===== config.mk =====
export PLATFORM = sky130hd
export DESIGN_NAME = ddr_serializer
export DESIGN_NICKNAME = d
export VERILOG_FILES = /design/src/rtl/ddr_serializer.sv
export SDC_FILE = /design/constraint.sdc
export NUM_CORES = 1
export LEC_CHECK = 0
export CAP_MARGIN = 20
export CORE_MARGIN = 2
export CORE_UTILIZATION = 40
export DETAILED_ROUTE_END_ITERATION = 8
export PLACE_DENSITY_LB_ADDON = 0.15
export SETUP_SLACK_MARGIN = 0.3
export SLEW_MARGIN = 20
export SYNTH_ARGS = -nofsm -noshare
export SYNTH_HDL_FRONTEND = slang
export SYNTH_SLANG_ARGS = --single-unit

===== constraint.sdc =====
create_clock -name clk -period 3.9 [get_ports clk]
set_clock_uncertainty 0.15 [all_clocks]
set_input_delay 0.585 -clock clk [delete_from_list [all_inputs] [get_ports clk]]
set_output_delay 0.585 -clock clk [all_outputs]
set_load 0.01 [all_outputs]

===== src/rtl/ddr_serializer.sv =====
// Parallel-to-DDR serializer: one WIDTH-bit word becomes WIDTH/2 bit pairs,
// LSB first, presented on d_out_0 (rising-edge bit) and d_out_1 (falling-edge bit)
// for an SB_IO DDR output register clocked by the same clk.
module ddr_serializer #(
   parameter int unsigned WIDTH      = 10,
   parameter logic        IDLE_LEVEL = 1'b0
) (
   input  logic             clk,
   input  logic             rst,
   input  logic [WIDTH-1:0] din,
   input  logic             din_valid,
   output logic             din_ready,
   output logic             d_out_0,
   output logic             d_out_1,
   output logic             busy,
   output logic             underrun
);

   localparam int unsigned PAIRS = WIDTH / 2;
   localparam int unsigned CNT_W = (PAIRS > 1) ? $clog2(PAIRS) : 1;
   localparam logic [CNT_W-1:0] LAST_PAIR = CNT_W'(PAIRS - 1);

   typedef enum logic {
      IDLE,
      SHIFT
   } state_t;

   state_t           state;
   logic [WIDTH-1:0] hold;
   logic             hold_full;
   logic [WIDTH-1:0] shreg;
   logic [CNT_W-1:0] cnt;

   logic accept_c;
   logic word_end_c;
   logic load_c;
   logic hold_full_nxt_c;

   // Handshake, end-of-word and hold-to-shifter transfer decisions for this edge.
   always_comb begin
      accept_c        = din_valid & din_ready;
      word_end_c      = (state == SHIFT) && (cnt == LAST_PAIR);
      load_c          = hold_full && ((state == IDLE) || word_end_c);
      // A word accepted on the same edge the held word moves out keeps hold full.
      hold_full_nxt_c = accept_c | (hold_full & ~load_c);
   end

   // One-entry holding register; din_ready mirrors its next emptiness so it is registered.
   always_ff @(posedge clk or posedge rst) begin
      if (rst) begin
         hold      <= '0;
         hold_full <= 1'b0;
         din_ready <= 1'b0;
      end else begin
         if (accept_c) begin
            hold <= din;
         end
         hold_full <= hold_full_nxt_c;
         din_ready <= ~hold_full_nxt_c;
      end
   end

   // IDLE/SHIFT controller: loads words, walks the pairs and flags stream ends.
   always_ff @(posedge clk or posedge rst) begin
      if (rst) begin
         state    <= IDLE;
         shreg    <= '0;
         cnt      <= '0;
         d_out_0  <= IDLE_LEVEL;
         d_out_1  <= IDLE_LEVEL;
         busy     <= 1'b0;
         underrun <= 1'b0;
      end else begin
         underrun <= 1'b0;
         if (load_c) begin
            // Pair 0 goes straight to the pads; the shifter keeps pairs 1.. at its bottom.
            shreg   <= hold >> 2;
            d_out_0 <= hold[0];
            d_out_1 <= hold[1];
            cnt     <= '0;
            state   <= SHIFT;
            busy    <= 1'b1;
         end else begin
            case (state)
               SHIFT: begin
                  if (word_end_c) begin
                     state    <= IDLE;
                     busy     <= 1'b0;
                     cnt      <= '0;
                     d_out_0  <= IDLE_LEVEL;
                     d_out_1  <= IDLE_LEVEL;
                     underrun <= 1'b1;
                  end else begin
                     cnt     <= cnt + CNT_W'(1);
                     shreg   <= shreg >> 2;
                     d_out_0 <= shreg[0];
                     d_out_1 <= shreg[1];
                  end
               end
               default: begin
                  d_out_0 <= IDLE_LEVEL;
                  d_out_1 <= IDLE_LEVEL;
                  busy    <= 1'b0;
               end
            endcase
         end
      end
   end

endmodule : ddr_serializer

==> impl_results.md, run 1 <==
- Die height: 59.62 um
- Top-Level Pins: 18
- Setup WS post-layout: 1.954 ns
- Clock group share of total power: 11.2%
- Crit Reg-Reg Endpoint: shreg[1]
- Area Overhead vs Synth: 15.47%
- Layout cells sized above 1: 29.70%
- Setup tns final: 0 ns
- Max stage delay on crit path: 0.54 ns
- Rel. slew slack: 58.17%
- DR iter-0 viols: 33
- Crit start category: flip-flop
- Pwr/cell area: 714.4 nW/um2
- CP delay by family, top: buffers and inverters
- P_sw: 0.0003108 W
- Post-synthesis register bit count: 28
- Sw frac: 30.45%
- Num rows: 20
- FMAX: 513.9 MHz
- HP Start: hold[3]
- Unrepaired setup endpoints after global routing: no
- DP HPWL: 1262 um
- CTS tree: done
- Core area: 3003 um2
- Worst path bufs/invs: 1
- First-pass GRT wire length: 3256 um
- Clock Sink Count: 28
- Worst Hold Class: reg2reg
- Drc violations: 0
- Syn_area_per_cell: 14.56 um2
- Vias/cell: 5.015
- Biggest register: hold
- Worst-margin pin slew: 0.6275 ns
- Diode count: 0
- Flop-to-flop setup slack: 2.19 ns
- Layout net count: 118
- Setup repair bufs after CTS: 0
- CP required: 3.16 ns
- P_int: 0.0007100 W
- Crit path DAT: 1.21 ns
- Post-Syn Nets: 100
- # port buffers: 17
- Largest net degree at the start of global routing: 29
- Grt ovf: 0
- YS warnings: 0
- Total Wirelength: 1840 um
- Reg2reg start: cnt[0]
- CTS H-tree lvls: 1
- Via count: 672
- Status: complete, no violations
- TritonCTS Buffers: 3
- Crit-path max FO: 2
- Shortest period the worst path allows: 1.946 ns
- Clock Tree Buf Depth: 2
- Post-synth top area cell: dfrtp_1
- Clk_lat worst skew: 0.32 ns
- Initial antenna violation count: 0
- Starting Density: 41.21%
- Combinational share of power: 39.6%
- Hold-critical path depth: 1
- FF-to-FF path depth: 4
- Synth top area share: 56.62%
- Synthesized area: 1237 um2
- Max-slew violation total from the final report: 0
- Pre-CTS WS: 1.843 ns
- Clock Tree Root: clkbuf_4
- Critical setup path kind: reg2out
- Synth top area cells: dfrtp_1, mux2_2, mux2_4, mux2i_1, ha_1
- Vias in the first global route: 694
- Pleak: 0.6491 nW
- Sequential Power Share: 49.2%
- Critical Path End Type: output port
- Die area: 3555 um2
- Final Cycle Share: 49.90%
- Design Power: 0.001021 W
- GP Congestion: 0.6319
- Post-Synthesis Cells: 85
- Cts hold-fix bufs: 0
- WHS Endpoint: hold[3]
- Crit-path slowest cell: clkdlybuf4s50_1
- Reg clk slew, reported paths: 0.13 ns
- DRT Pass-1 Iters: 4
- Top Registers: hold (10), shreg (8), cnt (3)
- Worst vdd ir: 0.0002460 V
- Die Wd: 59.62 um
- # fillers: 279
- Worst-path cell chain: clkdlybuf4s50_1
- Gr usage total: 12.72%
- Max-cap viol count: 0
- Placed Instance Area: 1406 um2
- Final Hold Viols: 0
- Synth unique cells: 21
- Max reg flops: 10
- Final instance area: 1429 um2
- WL/cell: 13.73 um
- Post-CTS sizing: 0
- Antenna Nets Post-Route: 0
- Finish-stage setup viols: 0
- Seq/Total Area, Yosys: 56.62%
==> area by class of cell <==
| type | instances | area (um2) | share of cell area, % |
|---|---|---|---|
| clock buffers | 3 | 22.52 | 1.576 |
| inverters | 6 | 22.52 | 1.576 |
| repair buffers | 17 | 170.2 | 11.91 |
| multi-input cells | 47 | 471.7 | 33.01 |
| well taps | 33 | 41.29 | 2.890 |
| flip-flops and latches | 28 | 700.7 | 49.04 |
==> through the flow <==
stage / instances / hold slack [ns] / utilization, %
floorplan: 85 / 0.3236 / -
finish: 134 / 0.3689 / 47.58
detailed placement: 131 / 0.3417 / 46.83
CTS: 134 / 0.3744 / 47.58
global placement: 131 / 0.3360 / 46.83
global route: 134 / 0.3841 / 47.58
==> cells in the final DEF, fill, tap and decap left out <==
master,Yosys,routed
mux2_4,7,7
inv_1,6,5
nor2_1,3,3
mux2i_1,4,4
nor4bb_1,1,1
ha_1,2,2
nand3_1,1,1
a221o_1,1,1
a32o_1,1,1
nor2b_1,1,1
and4_1,1,1
nand2_1,4,4
clkbuf_4,0,3
mux2_2,17,17
a21bo_2,1,1
a21boi_2,1,1
inv_2,0,1
dfrtp_1,28,28
clkdlybuf4s50_1,0,17
o21ai_0,1,1
a21boi_0,1,1
==> power groups by stage <==
stage	Sequential, W	Combinational (W)	Clock (W)
global route	0.000525	0.000444	0.000136
global placement	0.000508	0.000399	0
CTS	0.000504	0.000411	0.000122
floorplan	0.000477	0.000367	0
detailed placement	0.000512	0.000410	0
finish	0.000503	0.000404	0.000114
==> kinds of logic after synthesis <==
family / after synthesis / synth area share, %
AO/OA/AOI/OAI: 6 / 4.348
adder cells (fa/ha/maj): 2 / 2.022
multiplexers: 28 / 27.20
buffers and inverters: 10 / 5.257
flip-flops: 28 / 56.62
AND/OR/NAND/NOR: 11 / 4.550
==> synthesized netlist by cell type <==
cell type   n
dfrtp_1    28
mux2_2     17
mux2_4      7
inv_1       6
mux2i_1     4
nand2_1     4
nor2_1      3
buf_6       2
ha_1        2
a21bo_2     1
a21boi_0    1
a21boi_2    1
a221o_1     1
a32o_1      1
and4_1      1
buf_2       1
buf_8       1
nand3_1     1
nor2b_1     1
nor4bb_1    1
o21ai_0     1
==> routing by layer <==
layer / part of all wire (%) / up-vias / global-route usage, %
met3: 3.9 / 2 / 2.620
met2: 49 / 12 / 19.94
met5: 0 / - / 0
li1: - / 323 / -
met4: 0.92 / 0 / 6.667
met1: 46 / 335 / 16.55
==> how the worst max path moves through the flow <==
stage           start       end  slack [ns]  cells after the start
2_1_floorplan  cnt[0]  shreg[0]        2.35                      5
3_3_place_gp      rst   hold[9]        1.85                      2
3_5_place_dp      rst   hold[9]        1.84                      2
4_1_cts          busy      busy        1.93                      1
5_1_grt          busy      busy        1.85                      1
6_report         busy      busy        1.95                      1
Note: power is estimated with default switching activity, not from simulation.
==> run 2, diff against run 1 <==
==> constraint.sdc (replaced) <==
create_clock -name clk -period 2 [get_ports clk]
set_clock_uncertainty 0.15 [all_clocks]
set_input_delay 0.3 -clock clk [delete_from_list [all_inputs] [get_ports clk]]
set_output_delay 0.3 -clock clk [all_outputs]
set_load 0.01 [all_outputs]
==> impl_results.md, run 2 (synthesis results as in run 1) <==
- Commonest cells after routing, fill and taps aside: dfrtp_1, mux2_2, clkdlybuf4s50_1, mux2_4, inv_1
- Largest net degree at the start of global routing: 29 (unchanged)
- Antenna Nets Post-Route: 0 (unchanged)
- TritonCTS Buffers: 3 (unchanged)
- Initial antenna violation count: 0 (unchanged)
- Top-Level Pins: 18 (unchanged)
- DRT Pass-1 Iters: 3 (-1)
- DR iter-0 viols: 22 (-33%)
- Setup repair bufs after CTS: 0 (unchanged)
- Flop-to-flop setup slack: 0.39 ns (-1.80 ns)
- Rel. slew slack: 67.91% (+9.7 points)
- Grt ovf: 0 (unchanged)
- GP Congestion: 0.6627 (+4.9%)
- Num rows: 20 (unchanged)
- Clk_lat worst skew: 0.33 ns (about the same)
- Core area: 3003 um2 (unchanged)
- First-pass GRT wire length: 3298 um (+1.3%)
- Die Wd: 59.62 um (unchanged)
- Critical setup path kind: reg2reg
- Max-slew violation total from the final report: 0 (unchanged)
- Multi-input gate area: 478.0 um2 (+1.3%)
- Status: complete, no violations
- Final Hold Viols: 0 (unchanged)
- # fillers: 271 (-2.9%)
- CP required: 2.06 ns (-1.10 ns)
- Critical Path End Type: flip-flop
- Setup tns final: 0 ns (unchanged)
- WL/cell: 13.65 um (-0.60%)
- DP HPWL: 1253 um (-0.67%)
- Sequential Power Share: 45.8% (-3.4 points)
- P_sw: 0.0006186 W (+99%)
- # port buffers: 17 (unchanged)
- Crit-path max FO: 10 (+8)
- Clock Tree Root: clkbuf_4
- Worst-margin pin slew: 0.4802 ns (-0.1473 ns)
- Design Power: 0.002148 W (+110%)
- Cts hold-fix bufs: 0 (unchanged)
- Starting Density: 41.21% (unchanged)
- Hold slack: 0.1689 ns (-0.1999 ns)
- Crit Reg-Reg Endpoint: shreg[4]
- Shortest period the worst path allows: 1.609 ns
- Unrepaired setup endpoints after global routing: no
- Die height: 59.62 um (unchanged)
- Max-cap viol count: 0 (unchanged)
- Layout cells sized above 1: 31.73% (+2.0 points)
- Area Overhead vs Synth: 20.73%
- Top Registers: hold (10), shreg (8), cnt (3)
- Crit start category: flip-flop
- Max reg flops: 10 (unchanged)
- Diode count: 0 (unchanged)
- FMAX: 621.6 MHz
- CTS H-tree lvls: 1 (unchanged)
- Clock Tree Buf Depth: 2 (unchanged)
- P_int: 0.001529 W (+120%)
- Combinational share of power: 37.2% (-2.4 points)
- Clock group share of total power: 17.0% (+5.8 points)
- CTS tree: done
- Pwr/cell area: 1438 nW/um2 (+100%)
- Via count: 675 (+0.45%)
- FF-to-FF path depth: 4 (unchanged)
- Finish-stage setup viols: 0 (unchanged)
- Gr usage total: 12.80% (+0.086 points)
- Biggest register: hold
- Worst vdd ir: 0.0005364 V (+120%)
- Worst Hold Class: in2async
- Final Cycle Share: 80.44%
- Reg clk slew, reported paths: 0.16 ns (+0.03 ns)
- Commonest non-fill, non-tap cell in the layout: dfrtp_1
- Seq. cell area: 701.9 um2 (+0.18%)
- Vias in the first global route: 712 (+2.6%)
- Crit path DAT: 1.67 ns (+0.46 ns)
- Reg2reg start: cnt[0]
- Drc violations: 0 (unchanged)
- Total Wirelength: 1870 um (+1.6%)
- Sw frac: 28.81% (-1.6 points)
- Share of the core filled with cells: 49.75% (+2.2 points)
- Die area: 3555 um2 (unchanged)
- Clock Sink Count: 28 (unchanged)
- Layout net count: 120 (+1.7%)
- Vias/cell: 4.927 (-1.8%)
- Pleak: 0.7433 nW (+15%)
[run 2: power groups by stage]
stage | registers, W | clock network [W] | logic [W]
floorplan | 0.000931 | 0 | 0.000716
CTS | 0.000988 | 0.000380 | 0.000824
detailed placement | 0.000999 | 0 | 0.000813
finish | 0.000984 | 0.000365 | 0.000799
global placement | 0.000991 | 0 | 0.000794
global route | 0.00103 | 0.000411 | 0.000884
[run 2: how the worst max path moves through the flow]
| stage | startpoint | to | cells after the start |
|---|---|---|---|
| final | cnt[0] | shreg[4] | 4 |
| after CTS | busy | busy | 1 |
| after detailed placement | din_valid | hold[3] | 3 |
| after global routing | cnt[0] | shreg[0] | 4 |
| after global placement | din_valid | hold[1] | 3 |
| after floorplan | cnt[0] | shreg[0] | 5 |
[run 2: per-stage QoR]
step                      setup slack (ns)  cells  area (um2)
final                               0.3912    137        1494
after global routing                0.3293    137        1494
after CTS                           0.3005    137        1480
after detailed placement            0.2613    133        1421
after global placement              0.2572    133        1421
after floorplan                     0.4471     85        1237
[run 2: layout make-up]
type	instances	share of cell area [%]
Sequential cell	28	46.98
Multi-Input combinational cell	47	31.99
Timing Repair Buffer	19	13.23
Tap cell	33	2.764
Clock inverter	1	2.010
Clock buffer	3	1.508
Inverter	6	1.508
[run 2: what timing repair did]
action | CTS | global route
endpoints found under the setup margin | 3 | 10
gates resized for setup | 1 | 6
pin swaps | 0 | 0
[run 2: critical path, cell delays in order, from the launching register on]
cell     delay [ns]
dfrtp_1        0.43
inv_1          0.07
ha_1           0.27
a21bo_4        0.29
mux2_4         0.32
[run 2: layer usage]
metal  vias up  track usage, %  share of wire [%]
met2        12           20.09                 47
met5         -               0                  0
li1        332               -                  -
met4         0           5.714               0.86
met3         2           3.493                5.0
met1       329           16.53                 47
==> run 3, diff against run 2 <==
==> constraint.sdc (replaced) <==
create_clock -name clk -period 1.51 [get_ports clk]
set_clock_uncertainty 0.15 [all_clocks]
set_input_delay 0.2265 -clock clk [delete_from_list [all_inputs] [get_ports clk]]
set_output_delay 0.2265 -clock clk [all_outputs]
set_load 0.01 [all_outputs]
==> impl_results.md, run 3 (synthesis results as in run 1) <==
- Status: complete, no violations
- Crit start category: flip-flop
- Initial antenna violation count: 0 (unchanged)
- DRT Pass-1 Iters: 2 (-1)
- Hold slack: 0.06920 ns (-0.09974 ns)
- Top-Level Pins: 18 (unchanged)
- Critical setup path kind: reg2reg
- Total Wirelength: 2115 um (+13%)
- Max-slew violation total from the final report: 0 (unchanged)
- Max stage delay on crit path: 0.39 ns (-0.04 ns)
- Cts hold-fix bufs: 0 (unchanged)
- Crit path DAT: 1.55 ns (-0.12 ns)
- Die height: 59.62 um (unchanged)
- Largest net degree at the start of global routing: 29 (unchanged)
- Biggest register: hold
- Antenna Nets Post-Route: 0 (unchanged)
- Critical Path End Type: flip-flop
- Worst-margin pin slew: 0.3481 ns (-0.1321 ns)
- Crit-path max FO: 10 (unchanged)
- DP HPWL: 1419 um (+13%)
- Max-cap viol count: 0 (unchanged)
- Grt ovf: 0 (unchanged)
- Clk_lat worst skew: 0.32 ns (about the same)
- M1 GR Usage: 16.76% (+0.23 points)
- Rel. slew slack: 76.80% (+8.9 points)
- CP required: 1.58 ns (-0.48 ns)
- Final Cycle Share: 98.59% (+18 points)
- Clock Sink Count: 28 (unchanged)
- Seq. cell area: 701.9 um2 (unchanged)
- Reg2reg start: cnt[1]
- CTS tree: done
- Drc violations: 0 (unchanged)
- Multi-input gate area: 596.8 um2 (+25%)
- Crit-path slowest cell: dfrtp_1
- Worst setup path start: cnt[1]
- WL/cell: 13.91 um (+1.9%)
- Worst vdd ir: 0.0007032 V (+31%)
- Layout net count: 136 (+13%)
- Area Overhead vs Synth: 36.80%
- Starting Density: 41.21% (unchanged)
- Reg clk slew, reported paths: 0.14 ns (-0.02 ns)
- Unrepaired setup endpoints after global routing: yes
- GP Congestion: 0.6667 (+0.60%)
- Clock Tree Buf Depth: 2 (unchanged)
- Worst-path cell chain: inv_2, ha_4, a21bo_4, buf_12, mux2_4
- # fillers: 264 (-2.6%)
- Busiest metal layer after global routing: met2
- # port buffers: 17 (unchanged)
- Pwr/cell area: 1917 nW/um2 (+33%)
- Worst path bufs/invs: 2 (+1)
- Max reg flops: 10 (unchanged)
- Core area: 3003 um2 (unchanged)
- Commonest non-fill, non-tap cell in the layout: dfrtp_1
- Share of the core filled with cells: 56.38% (+6.6 points)
- Commonest cells after routing, fill and taps aside: dfrtp_1, mux2_4, buf_4, clkdlybuf4s50_1, mux2_2
- FMAX: 671.7 MHz (+8.1%)
- Vias/cell: 4.987 (+1.2%)
- Layout cells sized above 1: 51.26% (+20 points)
- Top Registers: hold (10), shreg (8), cnt (3)
- Finish-stage setup viols: 0 (unchanged)
- Num rows: 20 (unchanged)
- Shortest period the worst path allows: 1.489 ns (-0.1201 ns)
- Diode count: 0 (unchanged)
- Final Hold Viols: 0 (unchanged)
- Worst Hold Class: in2async
- Die Wd: 59.62 um (unchanged)
- Clock Tree Root: clkbuf_4
- Pleak: 0.8187 nW (+10%)
- Gr usage total: 13.57% (+0.76 points)
- DR iter-0 viols: 26 (+18%)
- First-pass GRT wire length: 3546 um (+7.5%)
- TritonCTS Buffers: 3 (unchanged)
- CTS H-tree lvls: 1 (unchanged)
- Grt met2 use: 23.08% (+3.0 points)
- Vias in the first global route: 793 (+11%)
- CP delay by family, top: flip-flops
- Via count: 758 (+12%)
- Die area: 3555 um2 (unchanged)
- Met3 Use GR: 2.620% (-0.87 points)
run 3: per-stage QoR:
stage | cells | TNS (ns) | worst slack (ns) | power (W) | area [um2]
6_report | 152 | 0 | 0.02131 | 0.003245 | 1693
4_1_cts | 149 | 0 | 0.02127 | 0.003149 | 1635
3_3_place_gp | 142 | -0.6194 | -0.08138 | 0.002716 | 1573
3_5_place_dp | 142 | -0.8693 | -0.1085 | 0.002764 | 1573
5_1_grt | 152 | -0.05800 | -0.01402 | 0.003471 | 1693
2_1_floorplan | 85 | 0 | 0.04107 | 0.002357 | 1303
run 3: area by class of cell:
cell class | instances | area share (%)
inverter | 6 | 1.330
sequential | 28 | 41.46
clock buffer | 3 | 1.330
timing repair buffer | 34 | 18.18
tap | 33 | 2.439
multi-input combinational | 48 | 35.26
run 3: report_power, final:
group / total [W] / internal [W] / switching (W)
sequential: 0.00127 / 0.00107 / 0.000206
clock: 0.000298 / 0.0000933 / 0.000204
combinational: 0.00167 / 0.00108 / 0.000589
run 3: repair_timing:
action | CTS | global route
gates resized for setup | 25 | 10
hold endpoints to repair | 0 | 0
cloned | 1 | 0
setup buffers | 3 | 3
pin swaps | 1 | 2
setup endpoints to repair | 33 | 33
run 3: worst register-to-register path: stages (launching register included):
cell     delay, ns
dfrtp_1       0.39
inv_2         0.05
ha_4          0.16
a21bo_4       0.21
buf_12        0.14
mux2_4        0.29
run 3: final timing paths:
check,end,slack (ns),depth (start not counted)
min in group clk,hold[7],0.36,2
worst max register to register,shreg[2],0.02,5
max in group asynchronous,hold_full,0.97,3
worst min register to register,shreg[1],0.37,1
worst min-delay path,d_out_1,0.07,3
worst max-delay path,shreg[2],0.02,5
run 3: routing by layer:
layer	share of wire, %	routed length [um]
met2	50	1058
met4	0.80	17
met3	4.0	84
met1	45	954
met5	0	0
